==> config.mk <==
export PLATFORM = sky130hd
export DESIGN_NAME = reg_block_serializer
export DESIGN_NICKNAME = d
export VERILOG_FILES = /design/src/rtl/reg_block_serializer_pkg.sv /design/src/rtl/reg_block_serializer_register.sv /design/src/rtl/reg_block_serializer.sv
export SDC_FILE = /design/constraint.sdc
export NUM_CORES = 1
export LEC_CHECK = 0
export CELL_PAD_IN_SITES_DETAIL_PLACEMENT = 2
export CELL_PAD_IN_SITES_GLOBAL_PLACEMENT = 2
export CORE_MARGIN = 3
export CORE_UTILIZATION = 34
export DETAILED_ROUTE_END_ITERATION = 8
export PLACE_DENSITY_LB_ADDON = 0.12
export SYNTH_ARGS = -nofsm -noshare
export SYNTH_HDL_FRONTEND = slang
export SYNTH_SLANG_ARGS = --single-unit
==> constraint.sdc <==
create_clock -name clk -period 2.5 [get_ports clk]
set_input_delay 0.5 -clock clk [delete_from_list [all_inputs] [get_ports clk]]
set_output_delay 0.5 -clock clk [all_outputs]
set_load 0.05 [all_outputs]
==> src/rtl/reg_block_serializer_pkg.sv <==
// Shared types for the 4-word serializer: FSM states and frame geometry.
package reg_block_serializer_pkg;
    localparam int WORDS = 4;
    localparam int IDX_W = 2;

    typedef enum logic [1:0] {
        IDLE = 2'd0,
        SEND = 2'd1,
        DONE = 2'd2
    } state_t;
endpackage

==> src/rtl/reg_block_serializer_register.sv <==
// N-bit enable register, async active-high clear; loads i_d on the edge where i_en is high.
module register #(
    parameter int N = 5
) (
    input  logic         clk,
    input  logic         rst,
    input  logic         i_en,
    input  logic [N-1:0] i_d,
    output logic [N-1:0] o_q
);
    logic [N-1:0] r_q;

    always_ff @(posedge clk or posedge rst) begin
        if (rst) begin
            r_q <= '0;
        end else if (i_en) begin
            r_q <= i_d;
        end
    end

    assign o_q = r_q;
endmodule

==> src/rtl/reg_block_serializer.sv <==
// Captures in0..in3 on start, then offers them in order over valid/ready; words follow start by one cycle,
// a stalled word holds indefinitely while out_ready is low, and a one-cycle done closes the frame.
module reg_block_serializer
    import reg_block_serializer_pkg::*;
#(
    parameter int N = 5
) (
    input  logic         clk,
    input  logic         rst,
    input  logic         start,
    input  logic [N-1:0] in0,
    input  logic [N-1:0] in1,
    input  logic [N-1:0] in2,
    input  logic [N-1:0] in3,
    output logic         busy,
    output logic [N-1:0] out_data,
    output logic         out_valid,
    input  logic         out_ready,
    output logic [1:0]   out_idx,
    output logic         out_last,
    output logic         done
);
    localparam logic [IDX_W-1:0] LAST_IDX = IDX_W'(WORDS - 1);

    state_t           r_state;
    state_t           w_next_state;
    logic [IDX_W-1:0] r_idx;
    logic             w_load;
    logic             w_xfer;
    logic [N-1:0]     w_in  [WORDS];
    logic [N-1:0]     w_buf [WORDS];

    assign w_load = (r_state == IDLE) && start;
    assign w_xfer = (r_state == SEND) && out_ready;

    assign w_in[0] = in0;
    assign w_in[1] = in1;
    assign w_in[2] = in2;
    assign w_in[3] = in3;

    for (genvar g = 0; g < WORDS; g++) begin : g_word
        register #(.N(N)) u_register (
            .clk  (clk),
            .rst  (rst),
            .i_en (w_load),
            .i_d  (w_in[g]),
            .o_q  (w_buf[g])
        );
    end

    always_ff @(posedge clk or posedge rst) begin
        if (rst) begin
            r_state <= IDLE;
        end else begin
            r_state <= w_next_state;
        end
    end

    always_comb begin
        w_next_state = r_state;
        case (r_state)
            IDLE:    if (start) w_next_state = SEND;
            SEND:    if (w_xfer && (r_idx == LAST_IDX)) w_next_state = DONE;
            DONE:    w_next_state = IDLE;
            default: w_next_state = IDLE;
        endcase
    end

    // idx parks on the last word once it is accepted; the next capture re-zeroes it.
    always_ff @(posedge clk or posedge rst) begin
        if (rst) begin
            r_idx <= '0;
        end else if (w_load) begin
            r_idx <= '0;
        end else if (w_xfer && (r_idx != LAST_IDX)) begin
            r_idx <= r_idx + 1'b1;
        end
    end

    always_comb begin
        out_valid = 1'b0;
        out_data  = '0;
        out_idx   = '0;
        out_last  = 1'b0;
        done      = 1'b0;
        busy      = 1'b0;
        case (r_state)
            SEND: begin
                busy      = 1'b1;
                out_valid = 1'b1;
                out_data  = w_buf[r_idx];
                out_idx   = r_idx;
                out_last  = (r_idx == LAST_IDX);
            end
            DONE: begin
                busy = 1'b1;
                done = 1'b1;
            end
            default: ;
        endcase
    end
endmodule

# Word level (Yosys, flattened, before mapping)
# Index checks and enable logic that the tools add are counted.
[classes]
n_addsub = 1
order_cmp = 1
eq_ne = 6
n_mux = 14
n_bitwise = 1
reduce_logical = 8
[ops]
columns = ["operator", "count"]
rows = [
  ["$mux W5", 3],
  ["$bmux W5 S2", 1],
  ["$mux W2", 5],
  ["$eq A2 B2 Y1 const B", 2],
  ["$logic_and A1 B1 Y1", 4],
  ["$mux W1", 4],
  ["$ne A2 B2 Y1 const B", 2],
  ["$pmux W2 S2", 1],
  ["$ge A3 B3 Y1 const B", 1],
  ["$not A2 Y3", 1],
  ["$add A2 B1 Y2 const B", 1],
  ["$eq A2 B1 Y1 const B", 1],
  ["$logic_not A2 Y1", 1],
  ["$ne A2 B1 Y1 const B", 1],
  ["$reduce_and A2 Y1", 1],
  ["$reduce_bool A2 Y1", 1],
  ["$reduce_or A2 Y1", 1],
]
[totals]
regBits = 24
in_bits = 24
out_inout_bits = 11
elab_cells = 37

# Longest topological paths before layout
# Gate-level depths: netlist of run 1.
[logic_depth]
word_depth = 5
depth_mapped = 6
mapped_depth_nobuf = 5

# Hierarchy
# Synthesis of run 1 repeated with hierarchy kept, for this count alone.
[hier_totals]
hier_cells = 89
hier_area_um2 = 1174.9
[by_module_without_submodules]
columns = ["module", "instances", "cells_each", "area_per_inst_um2", "seq_area_each_um2"]
rows = [
  ["register", 4, 11, 185.2, 125.1],
  ["reg_block_serializer", 1, 45, 434.2, 100.1],
]

# Worst setup path before layout of run 1
# No wires, ideal clock.
[synth_path]
kind = "reg2out"
startpoint = "register r_state[1]"
endpoint = "output port out_data[0]"
arrival_time_ns = 2.083
t_required_ns = 2.000
setup_slack_ns = -0.083
path_stages_with_launch = 5
n_path_buf = 0
cell_sequence = "dfrtp_1 -> inv_1 -> ha_1 -> nand2_1 -> o22ai_1"
[synth_between]
elab_chain_len = 2
[synth_lines]
columns = ["element", "line_no", "rtl"]
rows = [
  ["start: declaration", "reg_block_serializer.sv:25", "state_t r_state;"],
  ["start signal: assignment", "reg_block_serializer.sv:55", "r_state <= w_next_state;"],
  ["$eq A2 B1 Y1", "reg_block_serializer.sv:87", "case (r_state)"],
  ["$mux W5", "reg_block_serializer.sv:87", ""],
  ["end: declaration", "reg_block_serializer.sv:16", "output logic [N-1:0] out_data,"],
]
# Every way passes these cells.

# Worst setup path after layout of run 1
[layout_path]
startpoint = "register r_state[0]"
endpoint = "output port busy"
[layout_between]
elab_chain_len = 3
elab_cells_between_ends = 4
classes_between = "eq/ne: 2; mux: 1; reduce/logical: 1"
[layout_lines]
columns = ["element", "line_no", "rtl"]
rows = [
  ["$eq A2 B1 Y1 / $eq A2 B2 Y1 (equally long branches)", "reg_block_serializer.sv:87", ""],
  ["$reduce_or A2 Y1 (no line) (*)", "--", ""],
  ["$mux W1 (*)", "reg_block_serializer.sv:87", ""],
  ["end: declaration", "reg_block_serializer.sv:15", "output logic busy,"],
]
# Every way passes the cells marked *; elsewhere a longest branch is shown, timed or not.

==> flow_summary.ini, run 1 <==
[critical_path]
path_cells = inv_1 -> ha_1 -> clkdlybuf4s50_1
arrival_ns = 1.84
cp-start-kind = flip-flop
slowest_stage = clkdlybuf4s50_1
crit_start = r_state[0]
critical_path_required_ns = 2.00
crit_fanout = 4
cp_top_family = buffers and inverters
worstSetupPathType = reg -> out
cpPeakStageDelay_ns = 0.79
critPathBufInv = 2
cp-end-kind = primary output
r2r-start = r_idx[0]

[grt]
grt_use_total = 0.146
grt_pass1_vias = 960
antenna_found_initial = 0
overflow = 0
grt_max_degree = 25
grt_pass1_wl_um = 4860

[sta]
skew_ns = 0.00237
fmax_mhz = 427
period_minus_slack_ns = 2.34
drv_slew = 0
tns_ns = 0
worst_pin_slew_ns = 0.702
min_period_over_period = 0.936
relSlewSlack = 0.530
rsz0062_at_grt = no
setup_viol = 0
setup_ws_ns = 0.159
hold_violations = 0

[drt]
met2_length_um = 1560
routedWlPerCell_um = 17.4
drtAntennaViolNets = 0
top_layer = met4
m1WireLength_um = 1280
firstDrtPassIters = 2
totalWireLength_um = 2970
num_vias = 826
via_per_inst = 4.86
drc = 0
wl_met3_um = 104
drt_iter0_markers = 17

[power_and_ir_drop]
p_total_uw = 2380
peakVddDrop_mv = 0.785
switchingPower_uw = 945
swShare = 0.398
p_int_uw = 1430
pwr-share-seq = 0.312
comb_power_share = 0.576
leakagePower_uw = 0.000817
power_density_mw_per_mm2 = 1370
pwr-share-clk = 0.112

[cts]
cts_tree = built
cts_resized = 0
clkSlewWorstSetupHoldPaths_ns = 0.09
cts.sinks = 24
clk_path_buf_depth = 2
clk-insertion-delay-late_ns = 0.26
cts_buffers = 3
ctsHoldBuffers = 0
ctsHtreeMaxLevel = 1
cts_root_buf = clkbuf_8
post_cts_buffers = 0

[floorplanning]
io_pins = 35
die_w_um = 66.6
die_h_um = 66.6
coreArea_mm2 = 0.00344
start_util = 0.363
dieArea_mm2 = 0.00444
rows = 21

[place]
place_area_mm2 = 0.00168
pre_cts_ws_ns = 0.358
gp_congestion = 0.667
post-dp-hpwl_um = 2180
io_buffer_count = 34

[cells_and_area]
num-fill-cells = 345
multi_input_area_um2 = 601
finalNetCount = 155
design_area_mm2 = 0.00173
regArea_um2 = 601
layout_commonest_cell = clkdlybuf4s50_1
n_antenna_cell = 0
layout-drive-gt1-share = 0.290
layout_common_cells = clkdlybuf4s50_1, dfrtp_1, mux2_4
layout-area-overhead-vs-synth_pct = 38.7
fin_util = 0.504

[logic_synthesis]
syn_nets = 118
syn_avg_cell_area_um2 = 14.2
ys_warn_count = 0
synth.distinct_cells = 18
ys_seq_area_frac = 0.480
ys_ff_latch = 24
synthCells = 88
syn_area_mm2 = 0.00125

[run_status]
status = finished clean

[min_path]
min_path_type = reg -> reg
min_from = g_word[2].u_register.o_q[0]

[run]
maxCapViolCount = 0
-- Yosys cell counts --
cell | count | area share
mux2_4 | 18 | 0.22
dfrtp_1 | 24 | 0.48
o21ai_0 | 1 | 0.0040
nand2_1 | 3 | 0.0090
nand2_2 | 1 | 0.0050
and2_1 | 2 | 0.010
a21oi_1 | 2 | 0.0080
ha_1 | 6 | 0.060
inv_1 | 4 | 0.012
nand2b_1 | 1 | 0.0050
mux2_2 | 4 | 0.036
xor2_1 | 1 | 0.0070
nand3_1 | 1 | 0.0040
nand3b_1 | 1 | 0.0060
o22ai_1 | 5 | 0.025
nor2b_1 | 1 | 0.0050
mux2i_1 | 10 | 0.080
buf_6 | 3 | 0.027
-- per-stage QoR --
step           hold WS (ns)  instances
3_3_place_gp          0.488        166
5_1_grt               0.540        170
2_1_floorplan         0.479         88
3_5_place_dp          0.496        166
4_1_cts               0.522        170
6_report              0.520        170
-- state kept, by name, summed over array words and instances, names as in the netlist --
signal	flops
g_word.u_register.o_q	20
r_state	2
r_idx	2
-- metal layers --
layer,track usage,vias up
li1,-,380
met1,0.180,425
met2,0.262,19
met3,0.0219,2
met4,0.0381,0
met5,0,-
-- worst register-to-register path, stage by stage (launching register included) --
cell and delay (ns):
dfrtp_1 0.77, ha_1 0.30, nand2_1 0.06, a21oi_1 0.22
mux2_2 0.36
-- logic make-up (layout without fill, tap and decap cells) --
family	count (synthesis)	count (layout)	share of synthesized area
compound gates	8	8	0.0370
xor+xnor	1	1	0.00701
fa+ha+maj	6	6	0.0601
buf+inv	7	43	0.0390
flops	24	24	0.480
mux	32	32	0.332
simple gates	10	10	0.0440
-- power groups by stage --
stage / registers [uW] / logic, uW / clock network [uW]
detailed placement: 752 / 1380 / 0
global placement: 737 / 1340 / 0
floorplan: 680 / 999 / 0
finish: 742 / 1370 / 267
global route: 775 / 1460 / 296
CTS: 746 / 1400 / 272
-- worst paths after layout --
kind	to	slack [ns]	depth (start not counted)
max reg2reg	r_state[0]	0.67	4
min in group asynchronous	g_word[0].u_register.o_q[4]	0.60	3
max	busy	0.16	3
max in group asynchronous	g_word[2].u_register.o_q[3]	1.66	3
min	g_word[2].u_register.o_q[0]	0.52	1
min reg2reg	g_word[2].u_register.o_q[0]	0.52	1
-- area by class of cell --
cell class	instances	area share
Timing Repair Buffer	35	0.234
Inverter	4	0.00866
Clock buffer	4	0.0317
Tap cell	46	0.0332
Sequential cell	24	0.346
Multi-Input combinational cell	57	0.346
Power figures use the tool's default switching activity.
==> run 2, diff against run 1 <==
--- a/config.mk
+++ b/config.mk
@@ -8,7 +8,7 @@
 export CELL_PAD_IN_SITES_DETAIL_PLACEMENT = 2
 export CELL_PAD_IN_SITES_GLOBAL_PLACEMENT = 2
 export CORE_MARGIN = 3
-export CORE_UTILIZATION = 34
+export CORE_UTILIZATION = 27
 export DETAILED_ROUTE_END_ITERATION = 8
 export PLACE_DENSITY_LB_ADDON = 0.12
 export SYNTH_ARGS = -nofsm -noshare
==> run 2 against run 1 <==
Compared with the run above: sequential power fell by 4.4%; critical path depth did not move; routed wire length decreased by 0.20%; design area grew 1.7%; critical path type unchanged; critical endpoint unchanged; largest cell class unchanged; highest routed layer unchanged.
==> flow_summary.ini, run 2 (synthesis results as in run 1) <==
[power_and_ir_drop]
peakVddDrop_mv = 0.509
p_int_uw = 1430
switchingPower_uw = 951
pwr-share-clk = 0.096
comb_power_share = 0.605
pwr-share-seq = 0.298
power_density_mw_per_mm2 = 1350
leakagePower_uw = 0.000830
swShare = 0.400

[place]
io_buffer_count = 34
pre_cts_ws_ns = 0.350
gp_congestion = 0.762
place_area_mm2 = 0.00172
post-dp-hpwl_um = 2270

[critical_path]
worstSetupPathType = reg -> out
critical_path_required_ns = 2.00
slowest_stage = clkdlybuf4s50_1
crit_fanout = 4
cp-start-kind = flip-flop
r2r-start = r_state[0]
path_cells = inv_1 -> ha_1 -> clkdlybuf4s50_1
crit_start = r_state[0]
rrSetupSlack_ns = 0.80
reg2reg_to = g_word[0].u_register.o_q[2]
cpPeakStageDelay_ns = 0.80
cp-end-kind = primary output
crit_end = busy
arrival_ns = 1.86
r2r_cells = 5

[grt]
overflow = 0
grt_pass1_vias = 988
grt_pass1_wl_um = 5050
grt_use_total = 0.122
antenna_found_initial = 0
grt_max_degree = 25

[cts]
post_cts_buffers = 0
cts_tree = built
ctsHtreeMaxLevel = 1
clk_path_buf_depth = 2
cts.sinks = 24
cts_buffers = 3
cts_root_buf = clkbuf_8
clkSlewWorstSetupHoldPaths_ns = 0.08
clk-insertion-delay-late_ns = 0.26

[cells_and_area]
layout-area-overhead-vs-synth_pct = 41.0
finalNetCount = 158
design_area_mm2 = 0.00176
multi_input_area_um2 = 601
n_antenna_cell = 0
largest_reg_flops = 20
num-fill-cells = 443
layout-drive-gt1-share = 0.302
layout_common_cells = clkdlybuf4s50_1, dfrtp_1, mux2_4
fin_util = 0.399
regArea_um2 = 601
layout_commonest_cell = clkdlybuf4s50_1

[run]
maxCapViolCount = 0

[drt]
firstDrtPassIters = 3
drtAntennaViolNets = 0
routedWlPerCell_um = 16.6
num_vias = 810
totalWireLength_um = 2960
via_per_inst = 4.55
drc = 0
drt_iter0_markers = 21

[floorplanning]
coreArea_mm2 = 0.00441
dieArea_mm2 = 0.00548
start_util = 0.283
die_w_um = 74.0
io_pins = 35
rows = 24
die_h_um = 74.0

[sta]
min_period_over_period = 0.942
period_minus_slack_ns = 2.36
tns_ns = 0
fmax_mhz = 425
worst_pin_slew_ns = 0.504
setup_viol = 0
relSlewSlack = 0.664
setup_ws_ns = 0.145
drv_slew = 0
hold_violations = 0
skew_ns = 0.00209
rsz0062_at_grt = no

[run_status]
status = finished clean

[min_path]
min_path_type = reg -> reg
[run 2: cell types whose count changed in the layout (fill, tap and decap cells not counted), sizes merged]
cell    delta
buf        +3
clkbuf     -1
[run 2: metal layers]
metal | part of all wire | GRT usage | up-vias
met2 | 0.49 | 0.205 | 18
li1 | - | - | 384
met1 | 0.45 | 0.159 | 406
met5 | 0 | 0 | -
met4 | 0.0081 | 0.0302 | 0
met3 | 0.054 | 0.0297 | 2
[run 2: timing repair]
action | in CTS | in global routing
setup endpoints to repair | 0 | 1
resized for setup | 0 | 1
hold buffers | 0 | 0
[run 2: worst min path at each step]
stage / end / cells past startpoint / start / slack, ns
final: g_word[3].u_register.o_q[0] / 1 / g_word[3].u_register.o_q[0] / 0.52
after global placement: g_word[1].u_register.o_q[0] / 1 / g_word[1].u_register.o_q[0] / 0.49
after detailed placement: g_word[1].u_register.o_q[1] / 1 / g_word[1].u_register.o_q[1] / 0.50
after floorplan: g_word[0].u_register.o_q[2] / 1 / g_word[0].u_register.o_q[2] / 0.48
after global routing: g_word[1].u_register.o_q[1] / 1 / g_word[1].u_register.o_q[1] / 0.54
after CTS: g_word[1].u_register.o_q[1] / 1 / g_word[1].u_register.o_q[1] / 0.52
[run 2: per-stage QoR]
step                      hold slack (ns)  std cells  total power (uW)
after floorplan                     0.479         88              1680
after detailed placement            0.500        175              2180
final                               0.518        178              2380
after global placement              0.495        175              2130
after CTS                           0.524        178              2420
after global routing                0.543        178              2550
[run 2: power by group through the flow]
stage	registers [uW]	logic [uW]	clock network, uW
after global routing	745	1550	263
after global placement	701	1430	0
after floorplan	680	999	0
final	709	1440	229
after detailed placement	721	1460	0
after CTS	712	1470	243
[run 2: worst max-delay path, delay by kind of cell, from the launching register on]
kind       cells  cell delay, ns
fa+ha+maj      1            0.29
flops          1            0.41
buf+inv        2            0.90
[run 2: final cells by class]
class / count / share of cell area
clock buffers: 3 / 0.0234
inverters: 4 / 0.00852
multi-input cells: 57 / 0.341
flip-flops and latches: 24 / 0.341
well taps: 52 / 0.0369
repair buffers: 38 / 0.250
==> run 3, diff against run 2 <==
--- a/config.mk
+++ b/config.mk
@@ -11,6 +11,8 @@
 export CORE_UTILIZATION = 27
 export DETAILED_ROUTE_END_ITERATION = 8
 export PLACE_DENSITY_LB_ADDON = 0.12
+export SKIP_LAST_GASP = 1
+export SLEW_MARGIN = 15
 export SYNTH_ARGS = -nofsm -noshare
 export SYNTH_HDL_FRONTEND = slang
 export SYNTH_SLANG_ARGS = --single-unit
==> results of run 3 <==
Same layout as run 2: the final DEF is identical, and so are final timing and power.
